[config.mk]
export PLATFORM = sky130hd
export DESIGN_NAME = branch_resolve
export DESIGN_NICKNAME = d
export VERILOG_FILES = /design/src/rtl/branch_resolve.sv
export SDC_FILE = /design/constraint.sdc
export NUM_CORES = 1
export LEC_CHECK = 0
export BUFFER_PORTS_ARGS = -buffer_cell sky130_fd_sc_hd__clkbuf_2
export CAP_MARGIN = 20
export CORE_MARGIN = 2
export CORE_UTILIZATION = 55
export CTS_BUF_LIST = sky130_fd_sc_hd__clkbuf_4
export DETAILED_ROUTE_END_ITERATION = 8
export GPL_ROUTABILITY_DRIVEN = 0
export PLACE_DENSITY = 0.83
export REMOVE_ABC_BUFFERS = 1
export SLEW_MARGIN = 10
export SYNTH_ARGS = -nofsm -noshare
export SYNTH_HDL_FRONTEND = slang
export SYNTH_SLANG_ARGS = --single-unit
[constraint.sdc]
create_clock -name clk -period 6.7 [get_ports clk]
set_clock_uncertainty 0.05 [all_clocks]
set_input_delay 0.335 -clock clk [delete_from_list [all_inputs] [get_ports clk]]
set_output_delay 0.335 -clock clk [all_outputs]
set_load 0.02 [all_outputs]
[src/rtl/branch_resolve.sv]
// Branch resolver: registers a request, asks an external comparator, returns taken/target.
// Latency: out_valid 2 cycles after accept; holds in DONE until out_ready, so no accept while busy.
module branch_resolve (
    input  logic        clk,
    input  logic        rst,
    input  logic        in_valid,
    output logic        in_ready,
    input  logic [2:0]  funct3,
    input  logic [31:0] rs1_val,
    input  logic [31:0] rs2_val,
    input  logic [31:0] pc,
    input  logic [31:0] imm,
    output logic [31:0] cmp_a,
    output logic [31:0] cmp_b,
    output logic        signed_en,
    input  logic [1:0]  cmp_res,
    output logic        out_valid,
    input  logic        out_ready,
    output logic        out_taken,
    output logic [31:0] out_target,
    output logic        out_illegal,
    output logic        out_misaligned,
    input  logic        flush,
    output logic [15:0] taken_cnt
);
    localparam logic [1:0] S_IDLE    = 2'd0;
    localparam logic [1:0] S_RESOLVE = 2'd1;
    localparam logic [1:0] S_DONE    = 2'd2;

    logic [1:0]  state_q, state_d;
    logic [2:0]  funct3_q, funct3_d;
    logic [31:0] rs1_q, rs1_d, rs2_q, rs2_d, pc_q, pc_d, imm_q, imm_d;
    logic        taken_q, taken_d, illegal_q, illegal_d, misaligned_q, misaligned_d;
    logic [31:0] target_q, target_d;
    logic [15:0] taken_cnt_q, taken_cnt_d;

    logic        eq, lt, br_taken, br_illegal;
    logic [31:0] br_target;

    // cmp_res 11 falls out as neither equal nor less-than.
    assign eq = (cmp_res == 2'b01);
    assign lt = (cmp_res == 2'b10);

    always_comb begin
        br_taken   = 1'b0;
        br_illegal = 1'b0;
        case (funct3_q)
            3'b000:          br_taken = eq;
            3'b001:          br_taken = !eq;
            3'b100, 3'b110:  br_taken = lt;
            3'b101, 3'b111:  br_taken = !lt;
            default:         br_illegal = 1'b1;
        endcase
        br_target = br_taken ? (pc_q + imm_q) : (pc_q + 32'd4);
    end

    always_comb begin
        state_d      = state_q;
        funct3_d     = funct3_q;
        rs1_d        = rs1_q;
        rs2_d        = rs2_q;
        pc_d         = pc_q;
        imm_d        = imm_q;
        taken_d      = taken_q;
        target_d     = target_q;
        illegal_d    = illegal_q;
        misaligned_d = misaligned_q;
        taken_cnt_d  = taken_cnt_q;
        if (flush) begin
            state_d = S_IDLE;
        end else begin
            case (state_q)
                S_IDLE: begin
                    if (in_valid) begin
                        funct3_d = funct3;
                        rs1_d    = rs1_val;
                        rs2_d    = rs2_val;
                        pc_d     = pc;
                        imm_d    = imm;
                        state_d  = S_RESOLVE;
                    end
                end
                S_RESOLVE: begin
                    taken_d      = br_taken;
                    target_d     = br_target;
                    illegal_d    = br_illegal;
                    misaligned_d = br_taken && (br_target[1:0] != 2'b00);
                    state_d      = S_DONE;
                end
                S_DONE: begin
                    if (out_ready) begin
                        if (taken_q && (taken_cnt_q != 16'hFFFF))
                            taken_cnt_d = taken_cnt_q + 16'd1;
                        state_d = S_IDLE;
                    end
                end
                default: state_d = S_IDLE;
            endcase
        end
    end

    always_ff @(posedge clk or posedge rst) begin
        if (rst) begin
            state_q      <= S_IDLE;
            funct3_q     <= 3'b000;
            rs1_q        <= 32'd0;
            rs2_q        <= 32'd0;
            pc_q         <= 32'd0;
            imm_q        <= 32'd0;
            taken_q      <= 1'b0;
            target_q     <= 32'd0;
            illegal_q    <= 1'b0;
            misaligned_q <= 1'b0;
            taken_cnt_q  <= 16'd0;
        end else begin
            state_q      <= state_d;
            funct3_q     <= funct3_d;
            rs1_q        <= rs1_d;
            rs2_q        <= rs2_d;
            pc_q         <= pc_d;
            imm_q        <= imm_d;
            taken_q      <= taken_d;
            target_q     <= target_d;
            illegal_q    <= illegal_d;
            misaligned_q <= misaligned_d;
            taken_cnt_q  <= taken_cnt_d;
        end
    end

    assign in_ready       = (state_q == S_IDLE);
    assign out_valid      = (state_q == S_DONE);
    assign cmp_a          = rs1_q;
    assign cmp_b          = rs2_q;
    assign signed_en      = (funct3_q[2:1] == 2'b10);
    assign out_taken      = taken_q;
    assign out_target     = target_q;
    assign out_illegal    = illegal_q;
    assign out_misaligned = misaligned_q;
    assign taken_cnt      = taken_cnt_q;
endmodule
==> impl_metrics.ini, run 1 <==
[critical_path]
cp.required_ns = 7.13
path_buf_inv = 1
critPathMaxFanout = 4
endpoint_kind = register
cp_slowest_stage_delay_ns = 0.40
cp_slowest_cell = dfrtp_1
crit_chain = ha_1 > inv_1 > fa_1 > nand2b_1 > a21oi_2 > o221ai_2 > a311oi_1 > nor3_1 > nor2_1 > o2111ai_1 > a31o_1
cp_data_arrival_time_ns = 3.25
reg2reg_depth = 11
critPathKind = reg -> reg
critPathTopFamily = compound AO/OA/AOI/OAI gates
critPathLaunchType = register
crit_cells = 11

[floorplanning]
die_x_um = 135
num_rows = 48
die_y_um = 135
start_util = 0.556
die_area_um2 = 18300
core_um2 = 17100
io_pins = 256

[timing]
rsz0062_at_grt = no
worst_slew_pin_slew_ns = 1.03
period_minus_slack_ns = 2.82
setup_violations = 0
relSlewSlack = 0.314
max_clock_freq_ghz = 0.354
finalCritPeriodShare = 0.421
hold_viol = 0
final_max_slew_viol_count = 0

[grt]
grt_overflow = 0
antenna_found_initial = 4
first_global_vias = 8596
grt_max_degree = 131
grt_usage = 0.310
grt_first_pass_wirelength_um = 44100

[logic_synthesis]
synth.avg_cell_area_um2 = 11.2
syn_inst = 851
yosys.area.top_type = dfrtp_1
synth_top_area_share = 0.485
synth_flop_cell = dfrtp_1
synth_edf_count = 0
ys_warn_count = 0
async_flop_share = 1.00
ys_top_cells_by_count = dfrtp_1, mux2_2, nand2_1, a21oi_1, nor2_1
synth_seq_area_share = 0.485
synth_seq_cells = 184
synth_area_leaders = dfrtp_1, mux2_2, ha_1
ys_types = 67
syn_area_um2 = 9490
synth_most_common_cell = dfrtp_1

[pwr]
seq_power_share = 0.403
finalPower_mw = 3.97
irDropWorstVdd_mv = 0.228
combinationalPowerShare = 0.441
swShare = 0.425
p_sw_mw = 1.69
clkPwrFrac = 0.156
internal_power_mw = 2.28
cellPowerDensity_nw_per_um2 = 315
power_leakage_nw = 5.87

[drt]
final_antenna_net_count = 0
post-route-drc-count = 0
dr.first_iter.drc_count = 593
wire_per_inst_um = 18.9
viasPerCell = 5.65
dr.pass1.iters = 5
wl_um = 27900
vias = 8327

[flow_run]
max-cap-violations = 0

[finish]
register_area_um2 = 4600
fin_nets = 1403
multi_input_area_um2 = 4710
drive_gt1_frac = 0.352
fillers = 1155
fin_cells = 1473
syn_to_final_growth_pct = 32.9

[min_path]
hp-class = in -> async

[clock_tree]
cts.clk_slew.worst_paths_ns = 0.19
cts_setup_buffers = 0
cts_resized = 0
ctsLongestPathBuffers = 2
cts_tree = built
cts_root_buf = clkbuf_4
clock_latency_ns = 0.59
cts_buffers = 17
cts.htree.levels = 4
ctsHoldBuffers = 134
cts_sinks = 184

[status]
outcome = completed

[placement]
dp_hpwl_um = 17800
portBuffers = 255
place_inst = 1303
## layout make-up
| cell class | instances | share of cell area |
|---|---|---|
| antenna | 4 | 0.000793 |
| timing repair buffer | 395 | 0.212 |
| inverter | 14 | 0.00456 |
| clock buffer | 17 | 0.0101 |
| clock inverter | 15 | 0.0120 |
| tap | 225 | 0.0223 |
| sequential | 184 | 0.365 |
| multi-input combinational | 619 | 0.373 |
## placed cells by master, fill, tap and decap left out, types with 5 or more instances in the layout
master and instances:
clkbuf_2 255, dfrtp_1 184, dlygate4sd3_1 134, mux2_2 128
nand2_1 74, nor2_1 49, a21oi_1 49, o21ai_0 37
xnor2_1 37, ha_1 33, xor2_1 23, nand3_1 20
clkbuf_4 17, inv_1 13, o21ai_1 12, and3_1 12
nor3_1 12, a21o_1 11, nand4_1 10, and4_1 9
mux2i_1 8, nand2b_1 6, o211ai_1 6, nor2b_1 5
or3_1 5, o22ai_1 5, inv_6 5, inv_8 5
buf_4 5
## metrics by stage
stage          utilization  setup TNS, ns  hold WS, ns  setup slack [ns]  instance area [um2]
2_1_floorplan            -       -1192.93        0.348             -9.06                 9350
3_3_place_gp         0.644              0        0.332              4.00                11000
3_5_place_dp         0.644              0        0.335              3.93                11000
4_1_cts              0.739              0        0.203              3.89                12600
5_1_grt              0.740              0        0.225              3.63                12600
6_report             0.740              0        0.239              3.88                12600
## layer usage
| metal | vias up | wire length, um | global-route usage |
|---|---|---|---|
| met3 | 82 | 1890 | 0.0707 |
| li1 | 3847 | - | - |
| met5 | - | 0 | 0 |
| met4 | 0 | 908 | 0.118 |
| met2 | 373 | 14000 | 0.537 |
| met1 | 4025 | 11100 | 0.378 |
## power by group through the flow
stage	logic (mW)	clock network, mW	registers (mW)
5_1_grt	1.91	0.676	1.63
4_1_cts	1.72	0.622	1.59
3_3_place_gp	1.61	0	1.59
6_report	1.75	0.618	1.60
2_1_floorplan	0.981	0	1.78
3_5_place_dp	1.64	0	1.61
## tightest hold or removal path: cells and delay by family
family   cells  cell delay (ns)
buf+inv      3             1.02
## state kept, by name, indices dropped and copies added, names as in the netlist
signal and cells:
out_misaligned 1, cmp_b 32, taken_cnt 16, state_q 2, funct3_q 3, pc_q 32, imm_q 32, out_target 32
cmp_a 32, out_illegal 1, out_taken 1
## kinds of logic after synthesis
logic type / Yosys count / synth area share
AO/OA/AOI/OAI: 170 / 0.121
XOR/XNOR: 60 / 0.0554
buffers and inverters: 48 / 0.0202
adder cells (fa/ha/maj): 34 / 0.0456
multiplexers: 136 / 0.160
flip-flops: 184 / 0.485
AND/OR/NAND/NOR: 219 / 0.113
## path summary, 6_finish.rpt
kind	from	endpoint	slack [ns]
worst max-delay path	pc_q[0]$_DFFE_PP0P_	out_target[22]$_DFFE_PP0P_	3.88
worst min-delay path	rst	taken_cnt[0]$_DFFE_PP0P_	0.24
worst max register to register	pc_q[0]$_DFFE_PP0P_	out_target[22]$_DFFE_PP0P_	3.88
worst min register to register	taken_cnt[7]$_DFFE_PP0P_	taken_cnt[7]$_DFFE_PP0P_	0.45
max in group asynchronous	rst	pc_q[0]$_DFFE_PP0P_	5.05
min in group clk	in_valid	cmp_a[0]$_DFFE_PP0P_	0.25
Note: power is estimated with default switching activity, not from simulation.
==> run 2, diff against run 1 <==
--- a/config.mk
+++ b/config.mk
@@ -5,14 +5,15 @@
 export SDC_FILE = /design/constraint.sdc
 export NUM_CORES = 1
 export LEC_CHECK = 0
+export ABC_AREA = 1
 export BUFFER_PORTS_ARGS = -buffer_cell sky130_fd_sc_hd__clkbuf_2
 export CAP_MARGIN = 20
 export CORE_MARGIN = 2
-export CORE_UTILIZATION = 55
+export CORE_UTILIZATION = 51
 export CTS_BUF_LIST = sky130_fd_sc_hd__clkbuf_4
 export DETAILED_ROUTE_END_ITERATION = 8
 export GPL_ROUTABILITY_DRIVEN = 0
-export PLACE_DENSITY = 0.83
+export PLACE_DENSITY = 0.8
 export REMOVE_ABC_BUFFERS = 1
 export SLEW_MARGIN = 10
 export SYNTH_ARGS = -nofsm -noshare
==> constraint.sdc (replaced) <==
create_clock -name clk -period 2.55 [get_ports clk]
set_clock_uncertainty 0.05 [all_clocks]
set_input_delay 0.1275 -clock clk [delete_from_list [all_inputs] [get_ports clk]]
set_output_delay 0.1275 -clock clk [all_outputs]
set_load 0.02 [all_outputs]
==> run 2 against run 1 <==
- first-iteration DRC count rose by 63%
- sequential cell count did not move
- final cell count rose by 50%
==> impl_metrics.ini, run 2 <==
[clock_tree]
ctsLongestPathBuffers = 2
cts.htree.levels = 4
cts_setup_buffers = 0
cts.clk_slew.worst_paths_ns = 0.18
cts_sinks = 184
cts_buffers = 17
cts_root_buf = clkbuf_4
clock_latency_ns = 0.61
cts_resized = 0
cts_tree = built

[finish]
drive_gt1_frac = 0.179
syn_to_final_growth_pct = 31.8
mostFrequentLayoutCells = nand2_1, clkbuf_2, dfrtp_1, inv_1, dlygate4sd3_1
register_area_um2 = 4600
fin_nets = 2090
post-route-util = 0.689
multi_input_area_um2 = 5190
fillers = 1617
final_common_cell = nand2_1

[logic_synthesis]
synth_edf_count = 0
ys_types = 37
yosys.area.top_type = dfrtp_1
synth_compound_area_frac = 0.0651
ys_top_cells_by_count = nand2_1, dfrtp_1, inv_1, nor2_1, nand3_1
async_flop_share = 1.00
synthMuxAreaShare = 0
synth.avg_cell_area_um2 = 7.02
synth_most_common_cell = nand2_1
synth_top_family_by_area = simple AND/OR/NAND/NOR gates
synth_seq_area_share = 0.431
synth_area_leaders = dfrtp_1, nand2_1, inv_1
syn_area_um2 = 10700
ys_warn_count = 0
synth_xor_area_frac = 0.0254
synth_seq_cells = 184
syn_inst = 1523
synth-adder-area-share = 0.0405
synth_flop_cell = dfrtp_1
synthSimpleGateAreaFrac = 0.353
synth_top_area_share = 0.431

[pwr]
cellPowerDensity_nw_per_um2 = 712
p_sw_mw = 4.49
internal_power_mw = 5.54
combinationalPowerShare = 0.424
swShare = 0.448
seq_power_share = 0.406
power_leakage_nw = 7.84
clkPwrFrac = 0.170
irDropWorstVdd_mv = 0.458

[critical_path]
path_buf_inv = 3
timing.critical_path.mode_cell = dlygate4sd3_1
reg2reg_depth = 7
cp.required_ns = 3.04
critPathKind = reg -> reg
crit_cells = 7
regToRegSetupSlack_ns = 0.09
crit_chain = nor2_1 > nand3_4 > inv_4 > nand2_1 > dlygate4sd3_1 > o21ai_0 > dlygate4sd3_1
critPathMaxFanout = 17
critPathTopFamily = buffers and inverters
cp_slowest_stage_delay_ns = 0.57
cp_data_arrival_time_ns = 2.94
cp_slowest_cell = dlygate4sd3_1
critPathLaunchType = register
endpoint_kind = register

[drt]
post-route-drc-count = 0
dr.pass1.iters = 8
dr.first_iter.drc_count = 964
viasPerCell = 5.27
vias = 11600
wl_um = 35300
final_antenna_net_count = 0
wire_per_inst_um = 16.0

[timing]
finalSetupTns_ns = 0
rsz0062_at_grt = no
period_minus_slack_ns = 2.46
worst_slew_pin_slew_ns = 0.739
timing.hold.ws_ns = 0.0930
setup_violations = 0
hold_viol = 0
final_max_slew_viol_count = 0
worst_slack_ns = 0.0945
max_clock_freq_ghz = 0.407
finalCritPeriodShare = 0.963
relSlewSlack = 0.508

[floorplanning]
die_x_um = 149
core_um2 = 20400
start_util = 0.523
die_area_um2 = 22100
io_pins = 256
die_y_um = 149
num_rows = 52

[grt]
grt_max_degree = 107
first_global_vias = 11500
grt_usage = 0.324
grt_overflow = 0
antenna_found_initial = 2
grt_first_pass_wirelength_um = 56400

[status]
outcome = completed

[placement]
post-place-ws_ns = 0.380
dp_hpwl_um = 24200
portBuffers = 255

[flow_run]
max-cap-violations = 0

[min_path]
hp-class = in -> reg
min_path_cells = 5
run 2: layout make-up:
class / instances / area share
multi-input cells: 1116 / 0.369
flip-flops and latches: 184 / 0.327
repair buffers: 418 / 0.209
inverters: 181 / 0.0488
well taps: 270 / 0.0240
clock inverters: 14 / 0.0130
clock buffers: 18 / 0.00959
diodes: 2 / 0.000355
run 2: worst reg2reg max path: cells and delay by family (launching register included):
kind	cells	cell delay [ns]
compound gates	1	0.06
flops	1	0.46
simple gates	3	0.47
buf+inv	3	1.37
run 2: layer usage:
layer | global-route usage | routed length [um] | vias to the layer above
li1 | - | - | 5474
met1 | 0.393 | 13600 | 5321
met2 | 0.543 | 16700 | 636
met3 | 0.0679 | 3020 | 171
met4 | 0.175 | 2050 | 0
met5 | 0 | 0 | -
run 2: what timing repair did:
| action | 4_1_cts | 5_1_grt |
|---|---|---|
| hold buffers | 148 | 0 |
| setup endpoints to repair | 0 | 0 |
| hold endpoints to repair | 209 | 0 |
run 2: power by group through the flow:
| stage | clock (mW) | sequential [mW] | combinational (mW) |
|---|---|---|---|
| 2_1_floorplan | 0 | 4.47 | 2.15 |
| 3_3_place_gp | 0 | 4.08 | 3.87 |
| 3_5_place_dp | 0 | 4.08 | 3.95 |
| 4_1_cts | 1.73 | 4.04 | 4.15 |
| 5_1_grt | 1.86 | 4.13 | 4.68 |
| 6_report | 1.71 | 4.07 | 4.25 |
run 2: final timing paths:
check	endpoint	startpoint
max reg2reg	pc_q[26]$_DFFE_PP0P_	state_q[1]$_DFFE_PP0P_
max in group asynchronous	out_target[27]$_DFFE_PP0P_	rst
min in group asynchronous	cmp_b[30]$_DFFE_PP0P_	rst
max	pc_q[26]$_DFFE_PP0P_	state_q[1]$_DFFE_PP0P_
min reg2reg	out_target[5]$_DFFE_PP0P_	out_target[5]$_DFFE_PP0P_
min	out_target[15]$_DFFE_PP0P_	flush
run 2: metrics by stage:
step / cell area (um2) / total power [mW] / cells
floorplan: 10500 / 6.63 / 1481
global placement: 12300 / 7.95 / 2020
detailed placement: 12300 / 8.04 / 2020
CTS: 14100 / 9.91 / 2200
global route: 14100 / 10.7 / 2203
finish: 14100 / 10.0 / 2203
run 2: cells by family after synthesis:
logic type	count (synthesis)
compound gates	121
simple gates	930
buf+inv	223
flops	184
xor+xnor	31
fa+ha+maj	34
==> run 3, diff against run 2 <==
--- a/config.mk
+++ b/config.mk
@@ -15,6 +15,7 @@
 export GPL_ROUTABILITY_DRIVEN = 0
 export PLACE_DENSITY = 0.8
 export REMOVE_ABC_BUFFERS = 1
+export SETUP_SLACK_MARGIN = 0.1
 export SLEW_MARGIN = 10
 export SYNTH_ARGS = -nofsm -noshare
 export SYNTH_HDL_FRONTEND = slang
==> run 3 against run 2 <==
- non-clock buffer count decreased by 1
- via count shrank 0.53%
- count of clock-buffer cells in the layout unchanged
- clock power barely moved
- core utilization is essentially flat
- register-to-register slack gained 0.15 ns
- sequential power about the same
- routed wire length down 0.35%
- sequential share of layout area hardly changed
- largest cell class unchanged
- highest routed layer unchanged
==> impl_metrics.ini, run 3 (same netlist as run 2, synthesis figures left out) <==
[critical_path]
r2r-start = state_q[1]$_DFFE_PP0P_
endpoint_kind = register
critPathLaunchType = register
cp.required_ns = 3.03
crit_start = state_q[1]$_DFFE_PP0P_
critPathKind = reg -> reg
cp_data_arrival_time_ns = 2.78
critPathMaxFanout = 33

[grt]
grt_usage = 0.324
grt_max_degree = 107
antenna_found_initial = 2
grt_first_pass_wirelength_um = 56400
grt_overflow = 0
first_global_vias = 11400

[timing]
period_minus_slack_ns = 2.30
setup_violations = 0
worst_slew_pin_slew_ns = 0.726
worst_slack_ns = 0.248
timing.hold.ws_ns = 0.0977
finalCritPeriodShare = 0.903
rsz0062_at_grt = no
hold_viol = 0
relSlewSlack = 0.516
max_clock_freq_ghz = 0.434
final_max_slew_viol_count = 0

[floorplanning]
die_y_um = 149
io_pins = 256
die_x_um = 149
start_util = 0.523
num_rows = 52
die_area_um2 = 22100
core_um2 = 20400

[drt]
routed-wl-met3_um = 3050
post-route-drc-count = 0
viasPerCell = 5.24
wl_met2_um = 16700
dr.pass1.iters = 8
wl_um = 35200
final_antenna_net_count = 0
wire_per_inst_um = 16.0
wl_met1_um = 13400
top_layer_used = met4
vias = 11500
dr.first_iter.drc_count = 978

[placement]
dp_hpwl_um = 24200
post-place-ws_ns = 0.380
portBuffers = 255
placed_cell_area_um2 = 12300
place_inst = 2020

[finish]
drive_gt1_frac = 0.179
final_common_cell = nand2_1
syn_to_final_growth_pct = 31.7
fin_cells = 2202
fin_nets = 2089
mostFrequentLayoutCells = nand2_1, clkbuf_2, dfrtp_1, inv_1, dlygate4sd3_1
fin_area_um2 = 14100

[pwr]
irDropWorstVdd_mv = 0.457
finalPower_mw = 10.0
power_leakage_nw = 7.83
cellPowerDensity_nw_per_um2 = 712

[clock_tree]
cts_tree = built
cts_sinks = 184
ctsLongestPathBuffers = 2
cts.htree.levels = 4
clock_latency_ns = 0.61
cts_root_buf = clkbuf_4
cts.clk_slew.worst_paths_ns = 0.18
cts_buffers = 17

[min_path]
min_from = flush
hp-class = in -> reg

[status]
outcome = completed

[flow_run]
max-cap-violations = 0
==> run 3: worst paths after layout <==
path	end	slack (ns)	cells after the start
worst max register to register	pc_q[25]$_DFFE_PP0P_	0.25	7
worst min register to register	out_target[5]$_DFFE_PP0P_	0.46	1
min in group asynchronous	cmp_b[12]$_DFFE_PP0P_	0.15	3
max in group asynchronous	pc_q[24]$_DFFE_PP0P_	1.52	4
worst min-delay path	out_target[15]$_DFFE_PP0P_	0.1	5
worst max-delay path	pc_q[25]$_DFFE_PP0P_	0.25	7
==> run 3: through the flow <==
step	TNS (ns)	utilization
final	0	0.689
after global routing	0	0.689
after CTS	0	0.687
after detailed placement	0	0.600
after global placement	0	0.600
after floorplan	-940.24	-
==> run 3: power breakdown <==
part	internal [mW]	switching [mW]	total (mW)
Sequential	3.53	0.542	4.07
Clock	0.477	1.23	1.70
Combinational	1.53	2.71	4.24
==> run 3: final cells by class <==
| class | instances | area, um2 |
|---|---|---|
| Inverter | 181 | 687 |
| Antenna cell | 2 | 5.00 |
| Sequential cell | 184 | 4600 |
| Fill cell | 1623 | 6360 |
| Timing Repair Buffer | 417 | 2930 |
| Multi-Input combinational cell | 1116 | 5190 |
| Clock buffer | 18 | 135 |
| Clock inverter | 14 | 183 |
| Tap cell | 270 | 338 |
==> run 3: critical path: stages (launching register included) <==
cell	delay (ns)
dfrtp_1	0.46
nor2_1	0.24
nand3_4	0.12
inv_4	0.24
buf_4	0.37
nand2_1	0.11
o21ai_0	0.09
dlygate4sd3_1	0.56
==> run 3: layer usage <==
layer	vias up	track usage
met1	5311	0.394
met4	0	0.169
met3	151	0.0688
li1	5466	-
met2	613	0.545
met5	-	0
==> run 3: what timing repair did <==
item                      in CTS  in global routing
hold endpoints to repair     209                  0
resized for setup              0                  0
hold buffers                 147                  0
buffers inserted               0                  0
